--- src/rtl/dm_cache_ctrl_pkg.sv ---
// Shared definitions for the direct-mapped cache controller and the cache array:
// the 2-bit cache command encoding, controller state encoding and geometry helpers.
package dm_cache_ctrl_pkg;

    typedef enum logic [1:0] {
        CMD_CLR   = 2'b00,
        CMD_CHECK = 2'b01,
        CMD_READ  = 2'b10,
        CMD_WRITE = 2'b11
    } cache_cmd_e;

    typedef enum logic [2:0] {
        ST_IDLE,
        ST_FLUSH,
        ST_CHECK,
        ST_WB,
        ST_FILL,
        ST_ACCESS,
        ST_FILL_WR,
        ST_DONE
    } ctrl_state_e;

    localparam int DEF_RAM_WIDTH       = 8;
    localparam int DEF_ADDR_WIDTH      = 8;
    localparam int DEF_BLOCK_ADDR_BITS = 4;

    function automatic int tag_bits(int addr_width, int block_addr_bits);
        return addr_width - block_addr_bits;
    endfunction

endpackage

--- src/rtl/dm_cache_ctrl_if.sv ---
// Bus bundle around the cache controller: processor request side, cache command
// port and RAM strobe/ack port. master = controller view, slave = environment view.
interface dm_cache_ctrl_if #(
    parameter int RAM_WIDTH  = 8,
    parameter int ADDR_WIDTH = 8
);
    import dm_cache_ctrl_pkg::*;

    logic                  cpu_req;
    logic                  cpu_we;
    logic                  cpu_flush;
    logic [ADDR_WIDTH-1:0] cpu_addr;
    logic [RAM_WIDTH-1:0]  cpu_wdata;
    logic [RAM_WIDTH-1:0]  cpu_rdata;
    logic                  cpu_ready;

    cache_cmd_e            cache_cntrl;
    logic [ADDR_WIDTH-1:0] cache_addr;
    logic [RAM_WIDTH-1:0]  cache_din;
    logic [RAM_WIDTH-1:0]  cache_dout;
    logic                  cache_hit;
    logic                  cache_clean;
    logic [RAM_WIDTH-1:0]  cache_wb_data;
    logic [ADDR_WIDTH-1:0] cache_wb_addr;

    logic [ADDR_WIDTH-1:0] ram_addr;
    logic [RAM_WIDTH-1:0]  ram_wdata;
    logic                  ram_we;
    logic                  ram_re;
    logic [RAM_WIDTH-1:0]  ram_rdata;
    logic                  ram_ack;

    modport master (
        input  cpu_req, cpu_we, cpu_flush, cpu_addr, cpu_wdata,
        output cpu_rdata, cpu_ready,
        output cache_cntrl, cache_addr, cache_din,
        input  cache_dout, cache_hit, cache_clean, cache_wb_data, cache_wb_addr,
        output ram_addr, ram_wdata, ram_we, ram_re,
        input  ram_rdata, ram_ack
    );

    modport slave (
        output cpu_req, cpu_we, cpu_flush, cpu_addr, cpu_wdata,
        input  cpu_rdata, cpu_ready,
        input  cache_cntrl, cache_addr, cache_din,
        output cache_dout, cache_hit, cache_clean, cache_wb_data, cache_wb_addr,
        input  ram_addr, ram_wdata, ram_we, ram_re,
        output ram_rdata, ram_ack
    );

endinterface

--- src/rtl/dm_cache_ctrl.sv ---
// Direct-mapped cache controller: sequences CHECK/READ/WRITE/CLR commands to the
// cache array, with dirty write-back and miss fill against RAM. All outputs registered.
module dm_cache_ctrl
    import dm_cache_ctrl_pkg::*;
#(
    parameter int RAM_WIDTH       = DEF_RAM_WIDTH,
    parameter int ADDR_WIDTH      = DEF_ADDR_WIDTH,
    parameter int BLOCK_ADDR_BITS = DEF_BLOCK_ADDR_BITS
) (
    input logic              clk,
    input logic              rst_n,
    dm_cache_ctrl_if.master  bus
);

    if (BLOCK_ADDR_BITS < 1 || tag_bits(ADDR_WIDTH, BLOCK_ADDR_BITS) < 1) begin : g_bad_geometry
        $error("dm_cache_ctrl: BLOCK_ADDR_BITS must leave at least one index and one tag bit");
    end

    typedef struct packed {
        logic                  we;
        logic [ADDR_WIDTH-1:0] addr;
        logic [RAM_WIDTH-1:0]  wdata;
    } req_t;

    ctrl_state_e           st, st_n;
    cache_cmd_e            cntrl_q, cntrl_n;
    req_t                  req_q, req_n;
    logic                  ready_q, ready_n;
    logic [RAM_WIDTH-1:0]  rdata_q, rdata_n;
    logic [ADDR_WIDTH-1:0] caddr_q, caddr_n;
    logic [RAM_WIDTH-1:0]  din_q, din_n;
    logic [RAM_WIDTH-1:0]  fill_q, fill_n;
    logic [ADDR_WIDTH-1:0] raddr_q, raddr_n;
    logic [RAM_WIDTH-1:0]  rwdata_q, rwdata_n;
    logic                  rwe_q, rwe_n;
    logic                  rre_q, rre_n;
    logic                  start_miss;

    always_ff @(posedge clk or negedge rst_n) begin
        if (!rst_n) begin
            st       <= ST_IDLE;
            cntrl_q  <= CMD_READ;
            req_q    <= '0;
            ready_q  <= 1'b0;
            rdata_q  <= '0;
            caddr_q  <= '0;
            din_q    <= '0;
            fill_q   <= '0;
            raddr_q  <= '0;
            rwdata_q <= '0;
            rwe_q    <= 1'b0;
            rre_q    <= 1'b0;
        end else begin
            st       <= st_n;
            cntrl_q  <= cntrl_n;
            req_q    <= req_n;
            ready_q  <= ready_n;
            rdata_q  <= rdata_n;
            caddr_q  <= caddr_n;
            din_q    <= din_n;
            fill_q   <= fill_n;
            raddr_q  <= raddr_n;
            rwdata_q <= rwdata_n;
            rwe_q    <= rwe_n;
            rre_q    <= rre_n;
        end
    end

    // READ is the idle command: it has no side effect on the array, unlike CLR.
    always_comb begin
        st_n       = st;
        cntrl_n    = CMD_READ;
        req_n      = req_q;
        ready_n    = 1'b0;
        rdata_n    = rdata_q;
        caddr_n    = caddr_q;
        din_n      = din_q;
        fill_n     = fill_q;
        raddr_n    = raddr_q;
        rwdata_n   = rwdata_q;
        rwe_n      = rwe_q;
        rre_n      = rre_q;
        start_miss = 1'b0;

        unique case (st)
            ST_IDLE: begin
                if (bus.cpu_flush) begin
                    cntrl_n = CMD_CLR;
                    st_n    = ST_FLUSH;
                end else if (bus.cpu_req) begin
                    req_n.we    = bus.cpu_we;
                    req_n.addr  = bus.cpu_addr;
                    req_n.wdata = bus.cpu_wdata;
                    caddr_n     = bus.cpu_addr;
                    cntrl_n     = CMD_CHECK;
                    st_n        = ST_CHECK;
                end
            end
            ST_FLUSH: st_n = ST_IDLE;
            ST_CHECK: begin
                if (bus.cache_hit) begin
                    st_n = ST_ACCESS;
                    if (req_q.we) begin
                        cntrl_n = CMD_WRITE;
                        din_n   = req_q.wdata;
                    end
                end else if (!bus.cache_clean) begin
                    rwe_n    = 1'b1;
                    raddr_n  = bus.cache_wb_addr;
                    rwdata_n = bus.cache_wb_data;
                    st_n     = ST_WB;
                end else begin
                    start_miss = 1'b1;
                end
            end
            ST_WB: begin
                if (bus.ram_ack) begin
                    rwe_n      = 1'b0;
                    start_miss = 1'b1;
                end
            end
            ST_FILL: begin
                if (bus.ram_ack) begin
                    rre_n   = 1'b0;
                    fill_n  = bus.ram_rdata;
                    din_n   = bus.ram_rdata;
                    cntrl_n = CMD_WRITE;
                    st_n    = ST_FILL_WR;
                end
            end
            ST_ACCESS: begin
                ready_n = 1'b1;
                if (!req_q.we) rdata_n = bus.cache_dout;
                st_n = ST_DONE;
            end
            ST_FILL_WR: begin
                ready_n = 1'b1;
                rdata_n = fill_q;
                st_n    = ST_DONE;
            end
            ST_DONE: st_n = ST_IDLE;
            default: st_n = ST_IDLE;
        endcase

        // Line is clean (or just written back): a store overwrites it directly,
        // a load has to fetch the word from RAM first.
        if (start_miss) begin
            if (req_q.we) begin
                cntrl_n = CMD_WRITE;
                din_n   = req_q.wdata;
                st_n    = ST_ACCESS;
            end else begin
                rre_n   = 1'b1;
                raddr_n = req_q.addr;
                st_n    = ST_FILL;
            end
        end
    end

    assign bus.cpu_rdata   = rdata_q;
    assign bus.cpu_ready   = ready_q;
    assign bus.cache_cntrl = cntrl_q;
    assign bus.cache_addr  = caddr_q;
    assign bus.cache_din   = din_q;
    assign bus.ram_addr    = raddr_q;
    assign bus.ram_wdata   = rwdata_q;
    assign bus.ram_we      = rwe_q;
    assign bus.ram_re      = rre_q;

endmodule

--- src/flat_wrapper.sv ---
// flat-port wrapper written by rule: the top's interface ports become plain ports
module dm_cache_ctrl_flat import dm_cache_ctrl_pkg::*;
#(
    parameter int RAM_WIDTH       = DEF_RAM_WIDTH,
    parameter int ADDR_WIDTH      = DEF_ADDR_WIDTH,
    parameter int BLOCK_ADDR_BITS = DEF_BLOCK_ADDR_BITS
)
  (clk, rst_n, bus_cpu_req, bus_cpu_we, bus_cpu_flush, bus_cpu_addr, bus_cpu_wdata, bus_cpu_rdata, bus_cpu_ready, bus_cache_cntrl, bus_cache_addr, bus_cache_din, bus_cache_dout, bus_cache_hit, bus_cache_clean, bus_cache_wb_data, bus_cache_wb_addr, bus_ram_addr, bus_ram_wdata, bus_ram_we, bus_ram_re, bus_ram_rdata, bus_ram_ack);
  dm_cache_ctrl_if #(.RAM_WIDTH(RAM_WIDTH), .ADDR_WIDTH(ADDR_WIDTH)) bus_i ();
  input logic clk;
  input logic rst_n;
  input wire logic [$bits(bus_i.cpu_req)-1:0] bus_cpu_req;
  input wire logic [$bits(bus_i.cpu_we)-1:0] bus_cpu_we;
  input wire logic [$bits(bus_i.cpu_flush)-1:0] bus_cpu_flush;
  input wire logic [$bits(bus_i.cpu_addr)-1:0] bus_cpu_addr;
  input wire logic [$bits(bus_i.cpu_wdata)-1:0] bus_cpu_wdata;
  output wire logic [$bits(bus_i.cpu_rdata)-1:0] bus_cpu_rdata;
  output wire logic [$bits(bus_i.cpu_ready)-1:0] bus_cpu_ready;
  output wire logic [$bits(bus_i.cache_cntrl)-1:0] bus_cache_cntrl;
  output wire logic [$bits(bus_i.cache_addr)-1:0] bus_cache_addr;
  output wire logic [$bits(bus_i.cache_din)-1:0] bus_cache_din;
  input wire logic [$bits(bus_i.cache_dout)-1:0] bus_cache_dout;
  input wire logic [$bits(bus_i.cache_hit)-1:0] bus_cache_hit;
  input wire logic [$bits(bus_i.cache_clean)-1:0] bus_cache_clean;
  input wire logic [$bits(bus_i.cache_wb_data)-1:0] bus_cache_wb_data;
  input wire logic [$bits(bus_i.cache_wb_addr)-1:0] bus_cache_wb_addr;
  output wire logic [$bits(bus_i.ram_addr)-1:0] bus_ram_addr;
  output wire logic [$bits(bus_i.ram_wdata)-1:0] bus_ram_wdata;
  output wire logic [$bits(bus_i.ram_we)-1:0] bus_ram_we;
  output wire logic [$bits(bus_i.ram_re)-1:0] bus_ram_re;
  input wire logic [$bits(bus_i.ram_rdata)-1:0] bus_ram_rdata;
  input wire logic [$bits(bus_i.ram_ack)-1:0] bus_ram_ack;
  assign bus_i.cpu_req = bus_cpu_req;
  assign bus_i.cpu_we = bus_cpu_we;
  assign bus_i.cpu_flush = bus_cpu_flush;
  assign bus_i.cpu_addr = bus_cpu_addr;
  assign bus_i.cpu_wdata = bus_cpu_wdata;
  assign bus_cpu_rdata = bus_i.cpu_rdata;
  assign bus_cpu_ready = bus_i.cpu_ready;
  assign bus_cache_cntrl = bus_i.cache_cntrl;
  assign bus_cache_addr = bus_i.cache_addr;
  assign bus_cache_din = bus_i.cache_din;
  assign bus_i.cache_dout = bus_cache_dout;
  assign bus_i.cache_hit = bus_cache_hit;
  assign bus_i.cache_clean = bus_cache_clean;
  assign bus_i.cache_wb_data = bus_cache_wb_data;
  assign bus_i.cache_wb_addr = bus_cache_wb_addr;
  assign bus_ram_addr = bus_i.ram_addr;
  assign bus_ram_wdata = bus_i.ram_wdata;
  assign bus_ram_we = bus_i.ram_we;
  assign bus_ram_re = bus_i.ram_re;
  assign bus_i.ram_rdata = bus_ram_rdata;
  assign bus_i.ram_ack = bus_ram_ack;
  dm_cache_ctrl #(.RAM_WIDTH(RAM_WIDTH), .ADDR_WIDTH(ADDR_WIDTH), .BLOCK_ADDR_BITS(BLOCK_ADDR_BITS)) u_core (.clk(clk), .rst_n(rst_n), .bus(bus_i));
endmodule
--- config.mk ---
export PLATFORM = sky130hd
export DESIGN_NAME = dm_cache_ctrl_flat
export DESIGN_NICKNAME = d
export VERILOG_FILES = /design/src/rtl/dm_cache_ctrl_pkg.sv /design/src/rtl/dm_cache_ctrl_if.sv /design/src/rtl/dm_cache_ctrl.sv /design/src/flat_wrapper.sv
export SDC_FILE = /design/constraint.sdc
export NUM_CORES = 1
export LEC_CHECK = 0
export CAP_MARGIN = 20
export CORE_AREA = 3 3 84 86
export DETAILED_ROUTE_END_ITERATION = 16
export DIE_AREA = 0 0 87 89
export PLACE_DENSITY = 0.78
export SYNTH_ARGS = -nofsm -noshare
export SYNTH_HDL_FRONTEND = slang
export SYNTH_SLANG_ARGS = --single-unit
--- constraint.sdc ---
create_clock -name clk -period 2.3 [get_ports clk]
set_clock_uncertainty 0.05 [all_clocks]
set_input_delay 0.46 -clock clk [delete_from_list [all_inputs] [get_ports clk]]
set_output_delay 0.46 -clock clk [all_outputs]
set_load 0.005 [all_outputs]
==> results.json, run 1 <==
{
  "yosysTopAreaCell": "dfrtp_1",
  "yosysWarnings": 0,
  "synth_compound_area_share_pct": 7.57,
  "ctsHoldBuffers": 0,
  "synthMuxAreaShare_pct": 15.9,
  "dp_hpwl_mm": 4.79,
  "n_fill_cell": 519,
  "setup_viol": 0,
  "synth_top_family_by_area": "multiplexers",
  "maxSlewHeadroom_pct": 59.1,
  "synth.area.top_cells": "dfrtp_1 56%, mux2_2 9.9%, mux2i_1 6.0%, nand2_1 5.4%, nor2_1 3.4%",
  "finalCritPeriodShare_pct": 86.5,
  "rrSetupSlack_ns": 0.38,
  "fp.dieArea_sq_mm": 0.00774,
  "cp-start-kind": "input port",
  "globalRouteOverflowTotal": 0,
  "irDropWorstVdd_mv": 0.602,
  "crit_family": "compound AO/OA/AOI/OAI gates",
  "placed_area_sq_mm": 0.00387,
  "insertion_delay_ns": 0.33,
  "synth_top_area_share_pct": 56.4,
  "outcome": "complete, no violations",
  "drt_pre_antenna_iters": 4,
  "async_flop_share_pct": 100,
  "syn_nets": 306,
  "ys_types": 35,
  "worstReg2RegEnd": "u_core.bus.ram_addr[3]$_DFF_PN0_",
  "clock.fmax_ghz": 0.503,
  "hold_class": "input port to asynchronous set/reset pin",
  "drv_slew": 0,
  "worst-path-buf-inv": 1,
  "area_delta_synth_final_pct": 43.5,
  "slowest_delay_ns": 0.53,
  "cts_inserted_buffers": 9,
  "die_w_um": 87,
  "syn_area_sq_mm": 0.00284,
  "cp_max_fo": 18,
  "cp.arrival_ns": 2.12,
  "std_cell_rows": 29,
  "finalHoldViolCount": 0,
  "tritoncts": "built",
  "cts.repair.resized": 0,
  "setup_ws_ns": 0.311,
  "clock_path_buffers": 2,
  "synth-xor-area-share_pct": 0,
  "ant_nets": 0,
  "tightest_slew_ns": 0.614,
  "synthCells": 250,
  "routedWlPerCell_um": 15.2,
  "antenna_cells": 0,
  "power_leakage_nw": 1.85,
  "path_clk_slew_ns": 0.07,
  "antenna_found_initial": 0,
  "gp_congestion": 0.902,
  "rr_startpoint": "u_core.st[0]$_DFFE_PN0P_",
  "synthFlopType": "dfrtp_1",
  "routed_wl_mm": 6.51,
  "ys_ff_latch": 65,
  "htree_levels": 3,
  "cts_setup_buffers": 0,
  "cts-root-buf": "clkbuf_8",
  "core_sq_mm": 0.00635,
  "rsz0062_at_grt": "no",
  "vias_per_cell": 4.99,
  "fin_nets": 403,
  "grt_usage_pct": 17.5,
  "synth_adder_area_share_pct": 0,
  "drive_gt1_share_pct": 15.3,
  "period_minus_slack_ns": 1.99,
  "clock-sinks": 65,
  "vias": 2141,
  "drc": 0,
  "start_util_pct": 44.7,
  "die_h_um": 89,
  "grt_pass1_wl_mm": 10.3,
  "power-per-cell-area_mw_per_mm2": 1270,
  "final_cell_mix": "99 x clkdlybuf4s50_1, 64 x dfrtp_1, 41 x nand2_1",
  "ys_seq_area_share_pct": 57.3,
  "cp_cell_sequence": "clkdlybuf4s50_1 -> or3b_1 -> a211o_1 -> nor2_1 -> a21oi_1",
  "worst_path_max_delay_cell": "a211o_1",
  "critPathRequiredTime_ns": 2.43,
  "fin_area_sq_mm": 0.00408,
  "io_pins": 101,
  "grt_pass1_vias": 2147,
  "final_common_cell": "clkdlybuf4s50_1",
  "end_kind": "register",
  "synth_area_per_cell_sq_um": 11.4,
  "grt_max_degree": 29,
  "r2r_cells": 4,
  "post-place-ws_ns": 0.00949,
  "io_buffers": 100,
  "drv_cap": 0,
  "drt_iter0_markers": 122,
  "synth-simple-area-share_pct": 14.0,
  "synth_edf_count": 0,
  "crit_type": "input port to register",
  "finalSetupTns_ns": 0
}
-- power breakdown --
group          switching (mW)  internal (mW)
logic                   0.780           1.30
registers               0.403           1.72
clock network           0.405          0.589
-- flip-flops by register name, indices dropped and copies added (netlist names) --
name / cells
u_core.bus.ram_re: 1
u_core.fill_q: 8
u_core.bus.cpu_rdata: 8
u_core.bus.cache_addr: 8
u_core.st: 3
u_core.bus.cpu_ready: 1
u_core.req_q: 9
u_core.bus.ram_we: 1
u_core.bus.ram_wdata: 8
u_core.bus.cache_din: 8
u_core.bus.ram_addr: 8
u_core.bus.cache_cntrl: 2
-- cells in the mapped netlist, drive strengths merged (2+ instances only) --
| cell type | count |
|---|---|
| a21oi | 18 |
| nand2 | 42 |
| clkbuf | 3 |
| a31oi | 9 |
| nor3 | 4 |
| mux2i | 17 |
| nand2b | 3 |
| nor2 | 26 |
| buf | 17 |
| dfrtp | 64 |
| nand3 | 4 |
| mux2 | 25 |
| a21o | 2 |
-- kinds of logic after synthesis --
logic type,after synthesis
AND/OR/NAND/NOR,86
AO/OA/AOI/OAI,36
flip-flops,65
multiplexers,42
buffers and inverters,21
-- worst max-delay path by stage --
stage / slack (ns) / startpoint / end / depth (start not counted)
after floorplan: 0.60 / bus_cache_hit / u_core.st[0]$_DFFE_PN0P_ / 5
after global placement: 0.04 / bus_cache_clean / u_core.bus.ram_addr[3]$_DFF_PN0_ / 5
after detailed placement: 0.009 / bus_cache_clean / u_core.bus.ram_addr[3]$_DFF_PN0_ / 5
after CTS: 0.34 / bus_cache_clean / u_core.bus.ram_addr[3]$_DFF_PN0_ / 5
after global routing: 0.25 / bus_cache_clean / u_core.bus.ram_addr[4]$_DFF_PN0_ / 5
final: 0.31 / bus_cache_clean / u_core.bus.ram_addr[3]$_DFF_PN0_ / 5
-- stage by stage --
step | total power [mW] | hold WS (ns) | cells | utilization (%)
5_1_grt | 5.58 | 0.121 | 429 | 64.2
4_1_cts | 5.25 | 0.0949 | 429 | 64.2
2_1_floorplan | 3.19 | 0.114 | 250 | -
3_5_place_dp | 4.24 | 0.415 | 413 | 60.9
6_report | 5.19 | 0.0879 | 429 | 64.2
3_3_place_gp | 4.16 | 0.414 | 413 | 60.9
-- layout make-up --
cell class                      count  area [sq um]  area share, %
Sequential cell                    65          1630           39.9
Timing Repair Buffer              106          1080           26.4
Multi-Input combinational cell    164          1060           26.1
Clock buffer                       14           173           4.23
Tap cell                           77          96.3           2.36
Clock inverter                      2          35.0          0.859
Inverter                            1          3.75         0.0921
-- routing by layer --
metal  part of all wire [%]  global-route usage [%]
met5                      0                       0
met4                    1.9                    7.65
met3                    4.6                    3.32
met2                     51                    28.4
met1                     42                    23.1
-- worst register-to-register path: cells and delay by family (launching register included) --
family / cells / cell delay (ns)
compound gates: 2 / 0.59
simple gates: 2 / 0.62
flops: 1 / 0.51
Note: power is estimated with default switching activity, not from simulation.
==> inputs of run 2 (changes only) <==
--- a/config.mk
+++ b/config.mk
@@ -6,9 +6,9 @@
 export NUM_CORES = 1
 export LEC_CHECK = 0
 export CAP_MARGIN = 20
-export CORE_AREA = 3 3 84 86
+export CORE_AREA = 3 3 117 63
 export DETAILED_ROUTE_END_ITERATION = 16
-export DIE_AREA = 0 0 87 89
+export DIE_AREA = 0 0 120 66
 export PLACE_DENSITY = 0.78
 export SYNTH_ARGS = -nofsm -noshare
 export SYNTH_HDL_FRONTEND = slang
==> run 2 against run 1 <==
Effect of this change:
- cell area grew 1.9%
- fmax rose by 5.4%
- die area rose by 2.3%
- first-iteration DRC count up 52%
- worst setup slack improved by 0.10 ns
- total power increased by 6.1%
==> results.json, run 2 (synthesis gave the netlist of run 1 again) <==
{
  "start_util_pct": 43.8,
  "worstReg2RegEnd": "u_core.bus.cache_addr[2]$_DFFE_PN0P_",
  "ctsHoldBuffers": 0,
  "area_delta_synth_final_pct": 46.2,
  "drt_pre_antenna_iters": 4,
  "power-per-cell-area_mw_per_mm2": 1330,
  "max_flop_register": "u_core.req_q",
  "std_cell_rows": 21,
  "die_h_um": 66,
  "p_int_mw": 3.85,
  "gp_congestion": 0.848,
  "r2r_cells": 3,
  "cp.arrival_ns": 2.04,
  "finalHoldViolCount": 0,
  "switchingPower_mw": 1.66,
  "grtUsageMet2_pct": 26.8,
  "end_kind": "register",
  "vias_per_cell": 4.88,
  "clock_path_buffers": 2,
  "insertion_delay_ns": 0.32,
  "grt_pass1_vias": 2158,
  "outcome": "complete, no violations",
  "slowest_delay_ns": 0.53,
  "finalSetupTns_ns": 0,
  "critPathRequiredTime_ns": 2.45,
  "drt_iter0_markers": 185,
  "irDropWorstVdd_mv": 0.614,
  "cp-start-kind": "register",
  "routedWlPerCell_um": 15.2,
  "worst_path_max_delay_cell": "dfrtp_1",
  "htree_levels": 3,
  "worst-path-buf-inv": 0,
  "core_sq_mm": 0.00649,
  "power_leakage_nw": 1.87,
  "final_common_cell": "clkdlybuf4s50_1",
  "drive_gt1_share_pct": 14.6,
  "path_clk_slew_ns": 0.05,
  "finalCritPeriodShare_pct": 82.1,
  "rsz0062_at_grt": "no",
  "cts.repair.resized": 0,
  "die_w_um": 120,
  "vias": 2159,
  "clock.fmax_ghz": 0.530,
  "cp_cell_sequence": "nor3_2 -> nand3b_2 -> mux2_2",
  "grt_util_met1_pct": 23.8,
  "crit_type": "register to register",
  "power_frac_clock_pct": 23.4,
  "p_seq_share_pct": 38.7,
  "ant_nets": 0,
  "cts_setup_buffers": 0,
  "io_pins": 101,
  "rrSetupSlack_ns": 0.41,
  "io_buffers": 100,
  "fin_nets": 401,
  "cp_max_fo": 18,
  "routed_wl_mm": 6.73,
  "use_met3_pct": 8.72,
  "cts-root-buf": "clkbuf_16",
  "antenna_found_initial": 0,
  "grt_pass1_wl_mm": 10.9,
  "clock-sinks": 65,
  "grt_usage_pct": 17.8,
  "grt-busiest-layer": "met2",
  "tritoncts": "built",
  "globalRouteOverflowTotal": 0,
  "largest_reg_flops": 9,
  "rr_startpoint": "u_core.st[0]$_DFFE_PN0P_",
  "grt_max_degree": 66,
  "dp_hpwl_mm": 4.88,
  "antenna_cells": 0,
  "period_minus_slack_ns": 1.89,
  "drc": 0,
  "crit_family": "simple AND/OR/NAND/NOR gates",
  "maxSlewHeadroom_pct": 62.9,
  "drv_cap": 0,
  "final_cell_mix": "99 x clkdlybuf4s50_1, 64 x dfrtp_1, 41 x nand2_1",
  "cts_inserted_buffers": 9,
  "fp.dieArea_sq_mm": 0.00792,
  "tightest_slew_ns": 0.555,
  "drv_slew": 0,
  "power_frac_comb_pct": 37.9,
  "setup_viol": 0,
  "sw_frac_of_total_pct": 30.2,
  "total_power_mw": 5.51,
  "hold_class": "input port to asynchronous set/reset pin"
}
==> run 2: how the worst max path moves through the flow <==
stage	from	end	slack, ns	cells after the start
5_1_grt	u_core.st[1]$_DFFE_PN0P_	u_core.bus.cache_din[4]$_DFF_PN0_	0.23	4
6_report	u_core.st[0]$_DFFE_PN0P_	u_core.bus.cache_addr[2]$_DFFE_PN0P_	0.41	3
3_3_place_gp	bus_cpu_flush	u_core.req_q[4]$_DFFE_PN0P_	0.17	3
3_5_place_dp	bus_cpu_flush	u_core.req_q[1]$_DFFE_PN0P_	0.14	3
4_1_cts	u_core.st[2]$_DFFE_PN0P_	u_core.bus.cache_addr[2]$_DFFE_PN0P_	0.40	3
2_1_floorplan	bus_cache_hit	u_core.st[0]$_DFFE_PN0P_	0.60	5
==> run 2: worst reg2reg max path: stages (launching register included) <==
cell and delay (ns):
dfrtp_1 0.53, nor3_2 0.31, nand3b_2 0.44, mux2_2 0.44
==> run 2: routing by layer <==
| metal | wire, um | up-vias |
|---|---|---|
| met2 | 2980 | 79 |
| met1 | 3080 | 1032 |
| li1 | - | 1044 |
| met4 | 21 | 0 |
| met5 | 0 | - |
| met3 | 650 | 4 |
==> run 2: power by group through the flow <==
stage | clock [mW] | combinational, mW | sequential (mW)
after floorplan | 0 | 1.15 | 2.04
after global placement | 0 | 2.05 | 2.11
after detailed placement | 0 | 2.10 | 2.14
after CTS | 1.31 | 2.11 | 2.13
after global routing | 1.38 | 2.30 | 2.21
final | 1.29 | 2.09 | 2.13
==> run 2: area by class of cell <==
| class | instances | area [sq um] |
|---|---|---|
| multi-input combinational | 164 | 1060 |
| clock inverter | 4 | 45.0 |
| fill | 561 | 2330 |
| inverter | 1 | 3.75 |
| tap | 92 | 115 |
| clock buffer | 12 | 236 |
| sequential | 65 | 1630 |
| timing repair buffer | 104 | 1060 |
==> run 2: stage by stage <==
stage               util (%)  cells  setup WS [ns]  hold WS [ns]  instance area (sq um)
floorplan                  -    250          0.596         0.114                   2840
global placement        59.7    426          0.172         0.412                   3870
detailed placement      59.7    426          0.141         0.413                   3870
CTS                     64.0    442          0.405         0.113                   4160
global route            64.0    442          0.228         0.111                   4160
finish                  64.0    442          0.413         0.102                   4160
